[config.mk]
export PLATFORM = sky130hd
export DESIGN_NAME = ma_sample_sequencer
export DESIGN_NICKNAME = d
export VERILOG_FILES = /design/src/rtl/ma_sample_sequencer.sv
export SDC_FILE = /design/constraint.sdc
export NUM_CORES = 1
export LEC_CHECK = 0
export ABC_AREA = 1
export BUFFER_PORTS_ARGS = -buffer_cell sky130_fd_sc_hd__buf_2
export CAP_MARGIN = 20
export CORE_MARGIN = 3
export CORE_UTILIZATION = 35
export CTS_BUF_LIST = sky130_fd_sc_hd__clkbuf_4 sky130_fd_sc_hd__clkbuf_8
export DETAILED_ROUTE_END_ITERATION = 10
export PLACE_DENSITY = 0.55
export RECOVER_POWER = 50
export SYNTH_ARGS = -nofsm -noshare
export SYNTH_HDL_FRONTEND = slang
export SYNTH_SLANG_ARGS = --single-unit
[constraint.sdc]
create_clock -name clk -period 2.79 [get_ports clk]
set_input_delay 0.1395 -clock clk [delete_from_list [all_inputs] [get_ports clk]]
set_output_delay 0.1395 -clock clk [all_outputs]
set_load 0.02 [all_outputs]
[src/rtl/ma_sample_sequencer.sv]
// ma_sample_sequencer: sample-strobe sequencer in front of the moving-average filter core.
// Define MA_SEQ_SYNC_EN to pass strobe_in through a 2-flop synchronizer ahead of the edge detector.
module ma_sample_sequencer #(
    parameter int unsigned DW      = 10,
    parameter int unsigned TIMEOUT = 64
) (
    input  logic          clk,
    input  logic          rst_n,
    input  logic          ena,
    input  logic          strobe_in,
    input  logic [DW-1:0] sample_in,
    input  logic [1:0]    sel_req,
    input  logic          err_clr,
    output logic [DW-1:0] filt_data,
    output logic          filt_strobe,
    output logic [1:0]    filt_select,
    output logic          filt_clear,
    input  logic [DW-1:0] filt_result,
    input  logic          filt_done,
    output logic [DW-1:0] out_data,
    output logic          out_valid,
    output logic          busy,
    output logic          warming,
    output logic          overrun,
    output logic          timeout_err
);

    localparam int unsigned TW = $clog2(TIMEOUT);
    localparam int unsigned CW = 5;

    localparam logic [1:0] S_IDLE   = 2'd0;
    localparam logic [1:0] S_RECONF = 2'd1;
    localparam logic [1:0] S_ISSUE  = 2'd2;
    localparam logic [1:0] S_WAIT   = 2'd3;

    logic [1:0]    state_q, state_d;
    logic [DW-1:0] hold_q, hold_d;
    logic          pend_vld_q, pend_vld_d;
    logic [DW-1:0] pend_data_q, pend_data_d;
    logic [1:0]    sel_q, sel_d;
    logic [CW-1:0] warm_q, warm_d;
    logic [TW-1:0] timer_q, timer_d;
    logic [DW-1:0] out_data_q, out_data_d;
    logic          out_valid_q, out_valid_d;
    logic          ovr_q, ovr_d;
    logic          tmo_q, tmo_d;
    logic          clr_q, clr_d;
    logic          stb_q, stb_d;
    logic          busy_q, busy_d;
    logic          warming_q, warming_d;
    logic          strb_q;
    logic          strb_s;
    logic          stb_edge;
    logic          dispatch_c;

    function automatic logic [CW-1:0] win_len(input logic [1:0] sel);
        return CW'(5'd2 << sel);
    endfunction

`ifdef MA_SEQ_SYNC_EN
    logic [1:0] sync_q;

    always_ff @(posedge clk or negedge rst_n) begin
        if (!rst_n) sync_q <= 2'b00;
        else        sync_q <= {sync_q[0], strobe_in};
    end

    assign strb_s = sync_q[1];
`else
    assign strb_s = strobe_in;
`endif

    assign stb_edge = strb_s & ~strb_q & ena;

    always_comb begin
        state_d     = state_q;
        hold_d      = hold_q;
        pend_vld_d  = pend_vld_q;
        pend_data_d = pend_data_q;
        sel_d       = sel_q;
        warm_d      = warm_q;
        timer_d     = timer_q;
        out_data_d  = out_data_q;
        out_valid_d = 1'b0;
        ovr_d       = ovr_q;
        tmo_d       = tmo_q;
        clr_d       = 1'b0;
        stb_d       = 1'b0;
        dispatch_c  = 1'b0;

        if (err_clr) begin
            ovr_d = 1'b0;
            tmo_d = 1'b0;
        end

        // Intake: IDLE drains pending first and parks a same-cycle edge behind it
        if (state_q == S_IDLE) begin
            if (pend_vld_q) begin
                hold_d     = pend_data_q;
                dispatch_c = 1'b1;
                pend_vld_d = stb_edge;
                if (stb_edge) pend_data_d = sample_in;
            end else if (stb_edge) begin
                hold_d     = sample_in;
                dispatch_c = 1'b1;
            end
        end else if (stb_edge) begin
            if (pend_vld_q) begin
                ovr_d = 1'b1;
            end else begin
                pend_vld_d  = 1'b1;
                pend_data_d = sample_in;
            end
        end

        case (state_q)
            S_IDLE: begin
                if (dispatch_c) begin
                    if (sel_req != sel_q) begin
                        state_d = S_RECONF;
                        clr_d   = 1'b1;
                        sel_d   = sel_req;
                        warm_d  = '0;
                    end else begin
                        state_d = S_ISSUE;
                        stb_d   = 1'b1;
                    end
                end
            end
            S_RECONF: begin
                state_d = S_ISSUE;
                stb_d   = 1'b1;
            end
            S_ISSUE: begin
                state_d = S_WAIT;
                timer_d = '0;
            end
            S_WAIT: begin
                if (filt_done) begin
                    out_data_d  = filt_result;
                    warm_d      = (warm_q >= win_len(sel_q)) ? win_len(sel_q) : warm_q + CW'(1);
                    out_valid_d = (warm_d == win_len(sel_q));
                    state_d     = S_IDLE;
                end else if (timer_q == TW'(TIMEOUT - 1)) begin
                    tmo_d   = 1'b1;
                    state_d = S_IDLE;
                end else begin
                    timer_d = timer_q + TW'(1);
                end
            end
            default: state_d = S_IDLE;
        endcase

        busy_d    = (state_d != S_IDLE) || pend_vld_d;
        warming_d = (warm_d < win_len(sel_d));
    end

    always_ff @(posedge clk or negedge rst_n) begin
        if (!rst_n) begin
            state_q     <= S_IDLE;
            hold_q      <= '0;
            pend_vld_q  <= 1'b0;
            pend_data_q <= '0;
            sel_q       <= 2'd0;
            warm_q      <= '0;
            timer_q     <= '0;
            out_data_q  <= '0;
            out_valid_q <= 1'b0;
            ovr_q       <= 1'b0;
            tmo_q       <= 1'b0;
            clr_q       <= 1'b0;
            stb_q       <= 1'b0;
            busy_q      <= 1'b0;
            warming_q   <= 1'b0;
            strb_q      <= 1'b0;
        end else begin
            state_q     <= state_d;
            hold_q      <= hold_d;
            pend_vld_q  <= pend_vld_d;
            pend_data_q <= pend_data_d;
            sel_q       <= sel_d;
            warm_q      <= warm_d;
            timer_q     <= timer_d;
            out_data_q  <= out_data_d;
            out_valid_q <= out_valid_d;
            ovr_q       <= ovr_d;
            tmo_q       <= tmo_d;
            clr_q       <= clr_d;
            stb_q       <= stb_d;
            busy_q      <= busy_d;
            warming_q   <= warming_d;
            strb_q      <= strb_s;
        end
    end

    assign filt_data   = hold_q;
    assign filt_strobe = stb_q;
    assign filt_select = sel_q;
    assign filt_clear  = clr_q;
    assign out_data    = out_data_q;
    assign out_valid   = out_valid_q;
    assign busy        = busy_q;
    assign warming     = warming_q;
    assign overrun     = ovr_q;
    assign timeout_err = tmo_q;

endmodule

==> results of run 1 <==
==> placed cells by master, fill, tap and decap left out <==
master and count:
nor3_1 1, buf_4 5, clkinvlp_4 1, or2_2 1, nor2_1 24, o21bai_1 1, nor2_2 2, nor2_4 1
nand2_1 118, a21oi_1 4, o21ai_0 6, dlygate4sd3_1 3, a32o_1 1, o21ai_1 1, dlymetal6s4s_1 1, dfrtp_1 54
a31oi_1 10, clkbuf_8 5, inv_1 35, buf_2 30, o21a_1 1, nand2_4 1, clkbuf_4 1, xor2_1 3
a21oi_2 1, inv_2 1, mux2_4 1, clkbuf_1 26, o211ai_1 4, nand4_1 6, or2_0 1, nand3_1 13
bufinv_16 1, ha_1 14, mux2_2 10, nand3_2 3, nand3b_1 3, nand2_2 1
==> critical path: stages, from the launching register on <==
cell	delay [ps]
dfrtp_1	430
inv_1	150
nand2_1	140
ha_1	320
nand2_1	90
inv_1	40
nand2_1	70
nand3_2	150
o211ai_1	200
nand2_1	110
ha_1	290
o21a_1	160
o21ai_0	130
nand2_1	70
a21oi_1	120
==> power groups by stage <==
stage	clock network, mW	logic, mW	registers, mW
6_report	0.545	1.81	1.30
3_3_place_gp	0	1.83	1.30
2_1_floorplan	0	1.13	1.49
5_1_grt	0.599	2.07	1.34
4_1_cts	0.562	1.86	1.29
3_5_place_dp	0	1.85	1.30
==> path summary, 6_finish.rpt <==
path | start | endpoint | slack [ps] | cells past startpoint
min | filt_result[1] | out_data[1] | 6 | 3
max reg2reg | filt_select[1] | warming | 240 | 14
max | filt_select[1] | warming | 240 | 14
min in group asynchronous | rst_n | busy | 520 | 2
min reg2reg | out_data[2] | out_data[2] | 490 | 2
max in group asynchronous | rst_n | out_data[7] | 450 | 4
==> state kept, by name, summed over array words and instances, names as in the netlist, named ones only <==
name,count
filt_select,2
filt_clear,1
out_data,10
timer_q,6
overrun,1
state_q,2
filt_strobe,1
out_valid,1
warming,1
busy,1
warm_q,4
filt_data,10
timeout_err,1
pend_data_q,10
strb_q,1
pend_vld_q,1
==> per-layer routing <==
| layer | part of all wire | track usage | wire, um | up-vias |
|---|---|---|---|---|
| met5 | 0 | 0 | 0 | - |
| met4 | 0.010 | 0.0397 | 63 | 0 |
| met3 | 0.061 | 0.0454 | 368 | 4 |
| met2 | 0.46 | 0.227 | 2770 | 52 |
| met1 | 0.47 | 0.186 | 2870 | 1018 |
| li1 | - | - | - | 1185 |
==> cell families after synthesis <==
| logic type | synth area share |
|---|---|
| and+or+nand+nor | 0.269 |
| DFF | 0.489 |
| buffers and inverters | 0.0588 |
| AOI/OAI and AO/OA | 0.0643 |
| adders and majority gates | 0.0633 |
| muxes | 0.0462 |
| xor gates and xnor gates | 0.00950 |
==> synthesized netlist by cell type, drive strengths merged <==
library cell    n  area [um2]
nand4           6        37.5
nand3b          3        22.5
a31oi          10        62.6
clkbuf          4        15.0
or2             2        12.5
nand2         120         460
ha             14         175
o21bai          1        7.51
nand3          16        95.1
o21ai           7        35.0
nor2           27         111
a32o            1        10.0
a21oi           5        25.0
dfrtp          54        1350
inv            36         135
nor3            1        5.00
o21a            1        7.51
mux2           11         128
buf             2        12.5
xor2            3        26.3
o211ai          4        30.0
==> final cells by class <==
class                   instances  area share
clock inverters                 2      0.0113
multi-input cells             232       0.380
well taps                      99      0.0374
repair buffers                 65      0.0991
clock buffers                   6      0.0231
flip-flops and latches         54       0.408
inverters                      36      0.0408
==> what timing repair did <==
item | CTS | global route
resized for setup | 0 | 2
endpoints found under the setup margin | 0 | 1
hold buffers | 1 | 2
endpoints found under the hold margin | 1 | 20
setup buffers | 0 | 0
==> run summary, run 1 <==
Fin. Hold Viols: 0
Unrepaired setup endpoints after global routing: false
Final hold slack: 6.35 ps
Final worst slack: 237 ps
N_diodes: 0
P&R area growth vs syn: 19.7%
Core ar.: 7450 um2
Synth Cell Area: 2770 um2
Fin util: 0.444
Combinational share of power: 0.496
Critical-path maximum fanout: 7
Row count: 31
Clk pin slew, worst setup/hold paths: 110 ps
Netlist cell types: 31
Required @ worst endpoint: 3030 ps
Leak: 1.72 nW
Global-route usage over all layers: 0.142
Setup violations, final: 0
Worst-Margin Slew: 1180 ps
Post-DRT Antenna Nets: 0
Sequential cell area: 1350 um2
Clk sinks: 54
Hold Crit Class: input pin to register
Mapped Nets: 370
Initial DRT Pass Iterations: 4
Synth Instances: 328
Worst setup path class: register to register
Synth warn: 0
F_max: 392 MHz
Initial antenna violation count: 0
Final instance area: 3310 um2
Worst skew pair latency: 320 ps
CTS tree: done
Final Max Tran Viols: 0
Register bit total from synthesis: 54
Slew headroom: 0.214
Final Power: 3.65 mW
CTS Buffer Depth: 2
Area of the multi-input gates: 1260 um2
Peak supply drop: 0.000442 V
Final net count: 436
Setup WS pre-CTS: 190 ps
DRC violations left: 0
Placed cells: 482
CP Launch Type: register
Final Skew: 15.5 ps
First-pass GRT wire length: 9890 um
Vias: 2259
Die area: 9000 um2
Critical path arrival: 2800 ps
Initial core utilization: 0.371
RePlAce Congestion: 0.850
Post-DP HPWL: 4470 um
Layout cell share with drive strength beyond 1: 0.165
Top Ports: 57
Setup crit end kind: register
P_sw: 1.67 mW
Wire per inst: 12.3 um
Seq/Total Area, Yosys: 0.489
Port bufs: 56
Minimum clock period after layout: 2550 ps
Clock root buffer master: clkbuf_8
Total CTS buffers: 5
Outcome: completed
Part of the power in registers: 0.355
DRT Wirelength: 6070 um
Non-Filler Instances: 494
H-tree Lvls: 2
Post-Syn Area per Cell: 8.43 um2
Initial DRC Count: 83
Max Cap Viol: 0
Setup_tns: 0 ps
Number of global-route vias before repair: 2137
Pwr/cell area: 1100 nW/um2
Largest net degree at the start of global routing: 45
Switch share: 0.456
FILL cells: 782
Die Span X: 94.9 um
P_int: 1.99 mW
Clock power share: 0.149
Placed cell areas: 3180 um2
Vias per Instance: 4.57
Final Cycle Share: 0.915
Grt ovf: 0
Die height: 94.9 um
No activity file was read; power rests on OpenSTA's default activity.
==> inputs of run 2 (changes only) <==
Settings changed: CORE_UTILIZATION 35 to 40, PLACE_DENSITY 0.55 to 0.61.
Clock period 2.79 ns to 3 ns, I/O delays scaled along.
==> run 2 against run 1 <==
Net effect:
- sequential share of layout area increased by 1.2 points
- final cell count decreased by 5.3%
- global-route usage rose by 0.83 points
- register-to-register slack better by 140 ps
- largest cell class unchanged
==> run summary, run 2 (same netlist as run 1, synthesis figures left out) <==
Top Ports: 57
Worst skew pair latency: 310 ps
Max Cap Viol: 0
Fin util: 0.492
F_max: 382 MHz
Critical-path maximum fanout: 7
Required @ worst endpoint: 3240 ps
Fin. Hold Viols: 0
Final instance area: 3220 um2
Die area: 7950 um2
Hold Crit Class: input pin to register
Post-CTS Setup Inserts: 0
Minimum clock period after layout: 2620 ps
First-pass GRT wire length: 9440 um
Total CTS buffers: 5
Post-DRT Antenna Nets: 0
Critical path arrival: 2860 ps
DRC violations left: 0
Placed cell areas: 3140 um2
Core ar.: 6530 um2
Final hold slack: 29.6 ps
Leak: 1.67 nW
Hold-fix buffers at CTS: 2
Layout cell share with drive strength beyond 1: 0.146
Die height: 89.1 um
GR Layer Usage met1: 0.198
Unrepaired setup endpoints after global routing: false
Final Power: 3.27 mW
Most common cell after layout, fill and taps aside: nand2_1
GR peak layer: met2
Worst-Margin Slew: 1470 ps
Setup crit end kind: register
Final Max Tran Viols: 0
Initial DRT Pass Iterations: 5
FILL cells: 685
Pwr/cell area: 1020 nW/um2
RePlAce Congestion: 0.858
Largest net degree at the start of global routing: 29
Outcome: completed
Initial core utilization: 0.423
Vias per Instance: 4.74
CTS Buffer Depth: 2
Clock root buffer master: clkbuf_8
Setup_tns: 0 ps
Clk pin slew, worst setup/hold paths: 100 ps
Slew headroom: 0.0233
P&R area growth vs syn: 16.3%
Worst setup path class: register to register
H-tree Lvls: 2
Final net count: 432
Initial DRC Count: 59
Vias: 2216
Global-route usage over all layers: 0.151
Setup violations, final: 0
Final Skew: 5.20 ps
Post-DP HPWL: 4340 um
Row count: 29
Final Cycle Share: 0.874
Die Span X: 89.1 um
Initial antenna violation count: 0
Port bufs: 56
CTS tree: done
Met3 usage: 0.0341
Peak supply drop: 0.000437 V
CP Launch Type: register
Clk sinks: 54
Most frequent cells in the layout: nand2_1 (118), dfrtp_1 (54), inv_1 (35), clkbuf_1 (30), buf_2 (26)
GR Util met2: 0.249
Grt ovf: 0
Number of global-route vias before repair: 2092
CTS resizes: 0
DRT Wirelength: 5650 um
Wire per inst: 12.1 um
N_diodes: 0
-- run 2: final timing paths --
kind	from	to	slack [ps]	depth (start not counted)
setup / recovery	filt_select[1]	warming	380	13
hold / removal	filt_result[4]	out_data[4]	30	3
setup reg to reg	filt_select[1]	warming	380	13
hold reg to reg	out_data[5]	out_data[5]	490	2
max in group asynchronous	rst_n	pend_data_q[5]	910	3
min in group asynchronous	rst_n	timer_q[0]	710	2
-- run 2: area by class of cell --
cell class / count / area, um2 / share of cell area
clock buffer: 6 / 82.6 / 0.0257
clock inverter: 2 / 16.3 / 0.00506
inverter: 36 / 135 / 0.0420
multi-input combinational: 232 / 1250 / 0.389
sequential: 54 / 1350 / 0.420
tap: 77 / 96.3 / 0.0300
timing repair buffer: 61 / 283 / 0.0879
-- run 2: power breakdown --
| group | internal [mW] | total, mW | switching [mW] |
|---|---|---|---|
| clock network | 0.191 | 0.438 | 0.248 |
| registers | 1.02 | 1.22 | 0.202 |
| logic | 0.543 | 1.62 | 1.07 |
| total | 1.75 | 3.27 | 1.52 |
-- run 2: worst max-delay path, cell delays in order, from the launching register on --
cell	delay, ps
dfrtp_1	410
inv_1	110
nor2_1	170
inv_1	80
ha_1	180
a21oi_1	310
nand3_2	210
o211ai_1	200
nand2_1	100
ha_1	300
o21a_1	160
o21ai_0	130
nand2_1	70
a21oi_1	120
-- run 2: per-layer routing --
layer | wire length [um] | vias up
li1 | - | 1170
met1 | 2820 | 1002
met2 | 2540 | 38
met3 | 236 | 6
met4 | 51 | 0
met5 | 0 | -
-- run 2: metrics by stage --
stage / worst slack (ps) / cells
after floorplan: 511 / 328
after global placement: 482 / 458
after detailed placement: 396 / 458
after CTS: 372 / 468
after global routing: 106 / 468
final: 379 / 468
